### src/rtl/sevenseg_pkg.sv
// Shared types, segment patterns and sizing helper for the seven-segment scan display.
// Optional feature macro: LEADING_ZERO_BLANK_EN.
package sevenseg_pkg;

  typedef logic [3:0] bcd_t;
  typedef logic [6:0] seg_t;

  typedef enum logic [1:0] {
    IDLE,
    SHIFT,
    LOAD
  } conv_state_t;

  localparam seg_t SEG_BLANK = 7'h7F;

  // Active-low {g,f,e,d,c,b,a}
  localparam seg_t SEG_LUT [0:9] = '{
    7'b1000000, 7'b1111001, 7'b0100100, 7'b0110000, 7'b0011001,
    7'b0010010, 7'b0000010, 7'b1111000, 7'b0000000, 7'b0010000
  };

  function automatic int min_digits(int bits);
    longint unsigned v;
    int d;
    v = (64'd1 << bits) - 64'd1;
    d = 0;
    while (v != 0) begin
      v = v / 10;
      d++;
    end
    return d;
  endfunction

endpackage

### src/rtl/sevenseg_scan_display_if.sv
// Number input and display outputs of the seven-segment scan display.
// master drives the number, slave is the display block.
interface sevenseg_scan_display_if #(
  parameter int BITS = 8
);

  logic [BITS-1:0] number;
  logic [7:0]      anode;
  logic [6:0]      segments;
  logic            dp;
  logic            busy;

  modport master (
    output number,
    input  anode, segments, dp, busy
  );

  modport slave (
    input  number,
    output anode, segments, dp, busy
  );

endinterface

### src/rtl/bcd_to_sevenseg.sv
// Combinational BCD digit to active-low seven-segment decoder.
// Non-decimal codes decode to a blank digit.
module bcd_to_sevenseg
  import sevenseg_pkg::*;
(
  input  bcd_t i_bcd,
  output seg_t o_seg
);

  always_comb begin
    o_seg = SEG_BLANK;
    if (i_bcd <= 4'd9) o_seg = SEG_LUT[i_bcd];
  end

endmodule

### src/rtl/sevenseg_scan_display.sv
// Sequential double-dabble conversion plus multiplexed 8-anode scan.
// Define LEADING_ZERO_BLANK_EN to blank zero digits above the most significant nonzero one.
module sevenseg_scan_display
  import sevenseg_pkg::*;
#(
  parameter int BITS        = 8,
  parameter int DIGITS      = 3,
  parameter int REFRESH_DIV = 100000
) (
  input logic clk,
  input logic rst,
  sevenseg_scan_display_if.slave bus
);

  localparam int W  = 4 * DIGITS;
  localparam int PW = (REFRESH_DIV > 2) ? $clog2(REFRESH_DIV) : 1;
  localparam int CW = $clog2(BITS + 1);

  if (DIGITS < min_digits(BITS) || DIGITS > 8) begin : g_bad_digits
    $error("DIGITS too small for BITS or above 8");
  end
  if (REFRESH_DIV < 2) begin : g_bad_div
    $error("REFRESH_DIV must be >= 2");
  end

  conv_state_t     r_state, w_next;
  logic [BITS-1:0] r_cap, r_bin;
  logic [W-1:0]    r_bcd, r_disp, w_adj;
  logic [CW-1:0]   r_cnt;
  logic            r_force;
  logic            w_start;
  logic            w_busy;

  assign w_start = r_force || (bus.number != r_cap);

  always_ff @(posedge clk) begin
    if (rst) r_state <= IDLE;
    else     r_state <= w_next;
  end

  always_comb begin
    w_next = r_state;
    unique case (r_state)
      IDLE:    if (w_start) w_next = SHIFT;
      SHIFT:   if (r_cnt == CW'(BITS - 1)) w_next = LOAD;
      LOAD:    w_next = IDLE;
      default: w_next = IDLE;
    endcase
  end

  always_comb begin
    w_busy = (r_state != IDLE);
  end

  always_comb begin
    w_adj = r_bcd;
    for (int i = 0; i < DIGITS; i++)
      if (r_bcd[i*4 +: 4] >= 4'd5)
        w_adj[i*4 +: 4] = r_bcd[i*4 +: 4] + 4'd3;
  end

  always_ff @(posedge clk) begin
    if (rst) begin
      r_force <= 1'b1;
      r_cap   <= '0;
      r_bin   <= '0;
      r_bcd   <= '0;
      r_cnt   <= '0;
      r_disp  <= '0;
    end else begin
      unique case (r_state)
        IDLE: if (w_start) begin
          r_cap   <= bus.number;
          r_bin   <= bus.number;
          r_bcd   <= '0;
          r_cnt   <= '0;
          r_force <= 1'b0;
        end
        SHIFT: begin
          {r_bcd, r_bin} <= {w_adj[W-2:0], r_bin, 1'b0};
          r_cnt          <= r_cnt + CW'(1);
        end
        LOAD:    r_disp <= r_bcd;
        default: ;
      endcase
    end
  end

  logic [PW-1:0] r_pre;
  logic [2:0]    r_idx;
  logic [7:0]    r_anode;
  seg_t          r_seg;
  bcd_t          w_nib;
  seg_t          w_dec;
  logic [DIGITS-1:0] w_blank;
  logic          w_bsel;

`ifdef LEADING_ZERO_BLANK_EN
  always_comb begin : lz_blank
    logic v_zero;
    v_zero  = 1'b1;
    w_blank = '0;
    for (int i = DIGITS - 1; i >= 1; i--) begin
      v_zero     = v_zero & (r_disp[i*4 +: 4] == 4'd0);
      w_blank[i] = v_zero;
    end
  end
`else
  assign w_blank = '0;
`endif

  always_comb begin
    w_nib  = '0;
    w_bsel = 1'b0;
    for (int i = 0; i < DIGITS; i++)
      if (r_idx == 3'(i)) begin
        w_nib  = r_disp[i*4 +: 4];
        w_bsel = w_blank[i];
      end
  end

  bcd_to_sevenseg u_dec (
    .i_bcd (w_nib),
    .o_seg (w_dec)
  );

  always_ff @(posedge clk) begin
    if (rst) begin
      r_pre   <= '0;
      r_idx   <= '0;
      r_anode <= 8'hFF;
      r_seg   <= SEG_BLANK;
    end else begin
      if (r_pre == PW'(REFRESH_DIV - 1)) begin
        r_pre <= '0;
        r_idx <= (r_idx == 3'(DIGITS - 1)) ? 3'd0 : r_idx + 3'd1;
      end else begin
        r_pre <= r_pre + PW'(1);
      end
      r_anode <= ~(8'd1 << r_idx);
      r_seg   <= w_bsel ? SEG_BLANK : w_dec;
    end
  end

  assign bus.anode    = r_anode;
  assign bus.segments = r_seg;
  assign bus.dp       = 1'b1;
  assign bus.busy     = w_busy;

endmodule
### src/flat_wrapper.sv
// flat-port wrapper written by rule: the top's interface ports become plain ports
module sevenseg_scan_display_flat import sevenseg_pkg::*;
#(
  parameter int BITS        = 8,
  parameter int DIGITS      = 3,
  parameter int REFRESH_DIV = 100000
)
  (clk, rst, bus_number, bus_anode, bus_segments, bus_dp, bus_busy);
  sevenseg_scan_display_if #(.BITS(BITS)) bus_i ();
  input logic clk;
  input logic rst;
  input wire logic [$bits(bus_i.number)-1:0] bus_number;
  output wire logic [$bits(bus_i.anode)-1:0] bus_anode;
  output wire logic [$bits(bus_i.segments)-1:0] bus_segments;
  output wire logic [$bits(bus_i.dp)-1:0] bus_dp;
  output wire logic [$bits(bus_i.busy)-1:0] bus_busy;
  assign bus_i.number = bus_number;
  assign bus_anode = bus_i.anode;
  assign bus_segments = bus_i.segments;
  assign bus_dp = bus_i.dp;
  assign bus_busy = bus_i.busy;
  sevenseg_scan_display #(.BITS(BITS), .DIGITS(DIGITS), .REFRESH_DIV(REFRESH_DIV)) u_core (.clk(clk), .rst(rst), .bus(bus_i));
endmodule
### config.mk
export PLATFORM = sky130hd
export DESIGN_NAME = sevenseg_scan_display_flat
export DESIGN_NICKNAME = d
export VERILOG_FILES = /design/src/rtl/sevenseg_pkg.sv /design/src/rtl/sevenseg_scan_display_if.sv /design/src/rtl/bcd_to_sevenseg.sv /design/src/rtl/sevenseg_scan_display.sv /design/src/flat_wrapper.sv
export SDC_FILE = /design/constraint.sdc
export NUM_CORES = 1
export LEC_CHECK = 0
export ABC_CLOCK_PERIOD_IN_PS = 5350
export CAP_MARGIN = 15
export CORE_MARGIN = 3
export CORE_UTILIZATION = 43
export DETAILED_ROUTE_END_ITERATION = 8
export GPL_TIMING_DRIVEN = 0
export PLACE_DENSITY_LB_ADDON = 0.2
export SLEW_MARGIN = 20
export SYNTH_ARGS = -nofsm -noshare
export SYNTH_HDL_FRONTEND = slang
export SYNTH_HIERARCHICAL = 1
export SYNTH_SLANG_ARGS = --single-unit
### constraint.sdc
create_clock -name clk -period 5.35 [get_ports clk]
set_input_delay 1.07 -clock clk [delete_from_list [all_inputs] [get_ports clk]]
set_output_delay 1.07 -clock clk [all_outputs]
set_load 0.005 [all_outputs]
After elaboration in Yosys (flattened, before gate mapping)
Memories as Yosys holds them, arrays and structs flattened. A register that Yosys moved wholly into a read port is not among the register bits. Index checks and enable logic that the tools add are counted.

Add/subtract/negate cells: 6. Reductions and logical operators: 10. Shifts and indexed selects: 1. Bitwise operators: 3. Magnitude comparators: 4. Eq/ne operators: 9. Multiplexer cells: 16.

Operators with widths (count): 4-bit 2-to-1 mux (6); 12-bit one-hot mux with 2 select lines (1); 17-bit by 1-bit adder with 17-bit output (second input constant) (1); 17-bit == test (second input constant) (1); 8-bit one-hot mux with 2 select lines (1); 4-bit by 3-bit >= comparator with 1-bit output (second input constant) (3); 12-bit 2-to-1 mux (1); 4-bit by 2-bit adder with 4-bit output (second input constant) (2); 8-bit 2-to-1 mux (1); 8-bit inequality test (1); 8-bit NOT (1); 4-bit one-hot mux with 2 select lines (1); 1-bit by 3-bit << shifter with 8-bit output (first input constant) (1); 3-bit 2-to-1 mux (2); 2-bit AND reduction (3); 4-bit NOT with 5-bit output (1); 4-bit by 1-bit adder with 4-bit output (second input constant) (1); 4-bit by 3-bit == test with 1-bit output (second input constant) (1); 4-bit <= comparator (second input constant) (1); 2-bit 2-to-1 mux (2); 2-bit by 1-bit inequality test with 1-bit output (second input constant) (2); 2-bit one-hot mux with 2 select lines (1); 2-bit nonzero test (2); 2-bit OR reduction (2); 10 further kinds (10).

ROM bits: 112. Memories: 1. Input bits: 10. Output and inout bits: 17. Bits in registers: 75. Logic and storage cells: 60.

Memories: (name not given) (words 16, bits a word 7, rd ports 1, clocked after memory_dff 1, write ports 0, RTL line bcd_to_sevenseg.sv:12) `if (i_bcd <= 4'd9) o_seg = SEG_LUT[i_bcd];`.

Depth between registers and ports, before layout
Word-level depth: 7. Mapped depth: 11. Mapped depth without buffers: 10.

Hierarchy
Netlist, hierarchy kept.

By module, submodules not included: sevenseg_scan_display (instances 1, area each 3662.3 sq um, cells an instance 414, sequential area each 1641.6 sq um); bcd_to_sevenseg (instances 1, area each 206.4 sq um, cells an instance 30, sequential area each 0.0 sq um).

Worst setup path after synthesis
OpenSTA, ideal clock, no wires.

Kind: input to register. Start: in bus_number[4]. End: reg u_core.r_bcd[10]. Setup slack: 3.040 ns. Arrival time: 2.218 ns. Data required time: 5.258 ns. Path buffers: 0. Setup time: 0.092 ns. Cell stages on the path: 5. Cell sequence: xor2_1 > nor4_4 > nand3_4 > o21a_4 > o32ai_1.

Longest elaborated chain between the ends: 4.

RTL lines: start, declared (RTL line flat_wrapper.sv:12) `input wire logic [$bits(bus_i.number)-1:0] bus_number;`; 8-bit inequality test (RTL line sevenseg_scan_display.sv:34) `assign w_start = r_force || (bus.number != r_cap);`; 1-bit logical OR (RTL line sevenseg_scan_display.sv:34); 2-bit by 1-bit inequality test with 1-bit output (no line); 2-bit AND reduction (no line); end signal, assigned (RTL line sevenseg_scan_display.sv:80) `{r_bcd, r_bin} <= {w_adj[W-2:0], r_bin, 1'b0};`; end, declared (RTL line sevenseg_scan_display.sv:28) `logic [W-1:0] r_bcd, r_disp, w_adj;`.

Every way passes these cells. A chain may end at the register's enable or synchronous reset.

Worst setup path in the final report
Start: reg u_core.r_state[0]. End: out bus_busy.

Longest elaborated chain between the ends: 1.

RTL lines: start, declared (RTL line sevenseg_scan_display.sv:26) `conv_state_t r_state, w_next;`; start signal, assigned (RTL line sevenseg_scan_display.sv:38) `else r_state <= w_next;`; 2-bit nonzero test (RTL line sevenseg_scan_display.sv:52) `w_busy = (r_state != IDLE);`; end, declared (RTL line flat_wrapper.sv:16) `output wire logic [$bits(bus_i.busy)-1:0] bus_busy;`.

Every way passes these cells.

==> flow_summary.ini <==
[timing]
maxSlewHeadroom_pct = 60.4
setup_violations = 0
clock.fmax_mhz = 331
hold_violations = 0
rsz0062_at_grt = false
finalMaxSlewViolations = 0
finClkSkew_ns = 0.0108
period_minus_slack_ns = 3.02
period_share_pct = 56.5
finalHoldWorstSlack_ns = 0.443
fin_ws_ns = 2.33
worstMarginPinSlew_ns = 0.594
tns_ns = 0

[yosys]
syn_area_um2 = 3870
ys_warn_count = 6
netlist_top_cells_count = dfxtp_1 (82), nor2_1 (64), nand2_1 (44)
synth_cells = 444
synth-edff-count = 0
yosysTopAreaCell = dfxtp_1
yosysMostFrequentCell = dfxtp_1
netlist.area_leader.share_pct = 42.4
synth_area_leaders = dfxtp_1 (42%), nor2_1 (6.2%), ha_1 (4.9%), nand2_1 (4.3%), a21oi_1 (4.0%)
synth_ff_type = dfxtp_1
async_flop_share_pct = 0
syn_area_per_cell_um2 = 8.71
synth_nets = 469
synth_cell_types = 54
ys_ff_latch = 82
synth-seq-area-share_pct = 42.4

[final_layout]
antenna_cells = 0
final_cells = 590
fill_cells = 830
layout-drive-gt1-share_pct = 10.5
final_nets = 505
seq_area_um2 = 1640
design_area_um2 = 4430
multiInputGateArea_um2 = 2020
areaGrowthSynthToFinish_pct = 14.4

[floorplan]
fp-row-count = 33
start_util_pct = 45.7
io_pins = 27
die_height_um = 101
coreArea_um2 = 8460
die_area_um2 = 10200
die_w_um = 101

[run]
maxCapViolations = 0

[clock_network]
path_clk_slew_ns = 0.08
cts_resized = 0
post_cts_buffers = 0
root_buffer = clkbuf_8
clock_path_buffers = 2
holdBufCountCts = 0
tritoncts = yes
cts.sinks = 82
insertion_delay_ns = 0.35
cts_max_level = 3
cts_buffers = 9

[place]
place_ws_ns = 2.33
placed_area_um2 = 4250
dp_cells = 574
io_buffers = 25
place_congestion = 0.835
place_hpwl_um = 5400

[routing]
maxUsedRoutingLayer = met4
drt_iter0_drc = 131
met1_length_um = 3700
wirelength_um = 7570
wl_met2_um = 3480
wl_met3_um = 269
drt-wirelength-per-cell_um = 12.8
vias = 3003
dr.pass1.iters = 6
drc_errors = 0
viasPerCell = 5.09
ant_nets = 0

[run_status]
status = finished, final reports clean

[power_and_ir_drop]
p_sw_uw = 295
power_leakage_nw = 1.65
pwr-share-clk_pct = 35.5
netSwitchingFraction_pct = 26.0
p_int_uw = 842
powerDensity_nw_per_um2 = 257
peakVddDrop_v = 0.000114
seq_power_share_pct = 55.9
power_frac_comb_pct = 8.5

[grt]
grt_pass1_vias = 2845
grt_max_degree = 16
grt_pass1_wl_um = 13000
antenna_found_initial = 0
grt_use_total_pct = 15.9
gr-total-overflow = 0

[worst_setup_path]
path_class = reg2out
startpoint_type = flip-flop
end_kind = output pin
crit_required_ns = 4.28
crit_arrival_ns = 1.95
cp_max_fo = 10

[hold_path]
hp-class = reg2reg
[registers in the layout, summed over array words and instances (netlist names)]
register,flops
u_core/r_pre,17
u_core/r_disp,12
u_core/r_force,1
u_core/bus.segments,7
u_core/r_state,2
u_core/r_bcd,12
u_core/r_cap,8
u_core/bus.anode,8
u_core/r_idx,3
u_core/r_bin,8
u_core/r_cnt,4
[per-stage QoR]
step	utilization (%)	total power, mW
5_1_grt	52.3	1.19
3_5_place_dp	50.2	0.748
6_report	52.3	1.14
3_3_place_gp	50.2	0.747
4_1_cts	52.3	1.15
2_1_floorplan	-	0.714
[cell usage in the layout (no fill, tap or decap), drive strengths merged, types with 5 or more instances in the layout]
cell type | Yosys | final
a21oi | 31 | 31
a31oi | 5 | 5
buf | 10 | 10
clkbuf | 14 | 23
clkdlybuf4s50 | 0 | 25
clkinv | 1 | 5
dfxtp | 82 | 82
ha | 15 | 15
inv | 17 | 19
mux2 | 7 | 7
mux2i | 13 | 13
nand2 | 44 | 44
nand2b | 10 | 10
nand3 | 7 | 7
nor2 | 64 | 64
nor3 | 15 | 15
o21ai | 9 | 9
o22ai | 12 | 12
or2 | 9 | 9
or3 | 7 | 7
xnor2 | 14 | 14
xor2 | 16 | 16
[cell families after synthesis]
kind of cell,count (synthesis),synth area share [%]
adders and majority gates,15,4.85
xor gates and xnor gates,30,6.79
other,1,0.0969
DFF,82,42.4
muxes,20,5.40
AOI/OAI and AO/OA,72,11.8
and+or+nand+nor,182,23.3
buffers and inverters,42,5.30
[worst paths after layout]
| kind | start | to | slack [ns] | cells past startpoint |
|---|---|---|---|---|
| min reg2reg | u_core/r_pre[0] | u_core/r_pre[0] | 0.44 | 1 |
| min | u_core/r_pre[0] | u_core/r_pre[0] | 0.44 | 1 |
| max | u_core/r_state[0] | bus_busy | 2.33 | 4 |
| max reg2reg | u_core/r_idx[1] | u_core/bus.segments[6] | 3.04 | 9 |
[final cells by class]
cell class / count / share of cell area (%)
sequential: 82 / 37.1
inverter: 18 / 1.53
clock buffer: 9 / 2.80
tap: 105 / 2.97
timing repair buffer: 25 / 5.65
multi-input combinational: 320 / 45.7
clock inverter: 7 / 1.19
buffer: 24 / 3.11
[power by group through the flow]
stage,combinational (mW),sequential (mW),clock (mW)
after global placement,0.0964,0.650,0
after global routing,0.109,0.638,0.443
after CTS,0.0983,0.636,0.420
after detailed placement,0.0978,0.651,0
after floorplan,0.0654,0.649,0
final,0.0968,0.636,0.404
[per-layer routing]
layer,GRT usage [%],vias to the layer above
met3,2.35,11
met5,0,-
met1,21.0,1389
met4,6.53,0
met2,25.8,35
li1,-,1568
[worst max-delay path, cell delays in order (launching register included)]
cell and delay (ns):
dfxtp_1 0.31, clkbuf_2 0.16, or2_2 0.17, clkbuf_1 0.37
clkdlybuf4s50_1 0.59
Note: power is estimated with default switching activity, not from simulation.
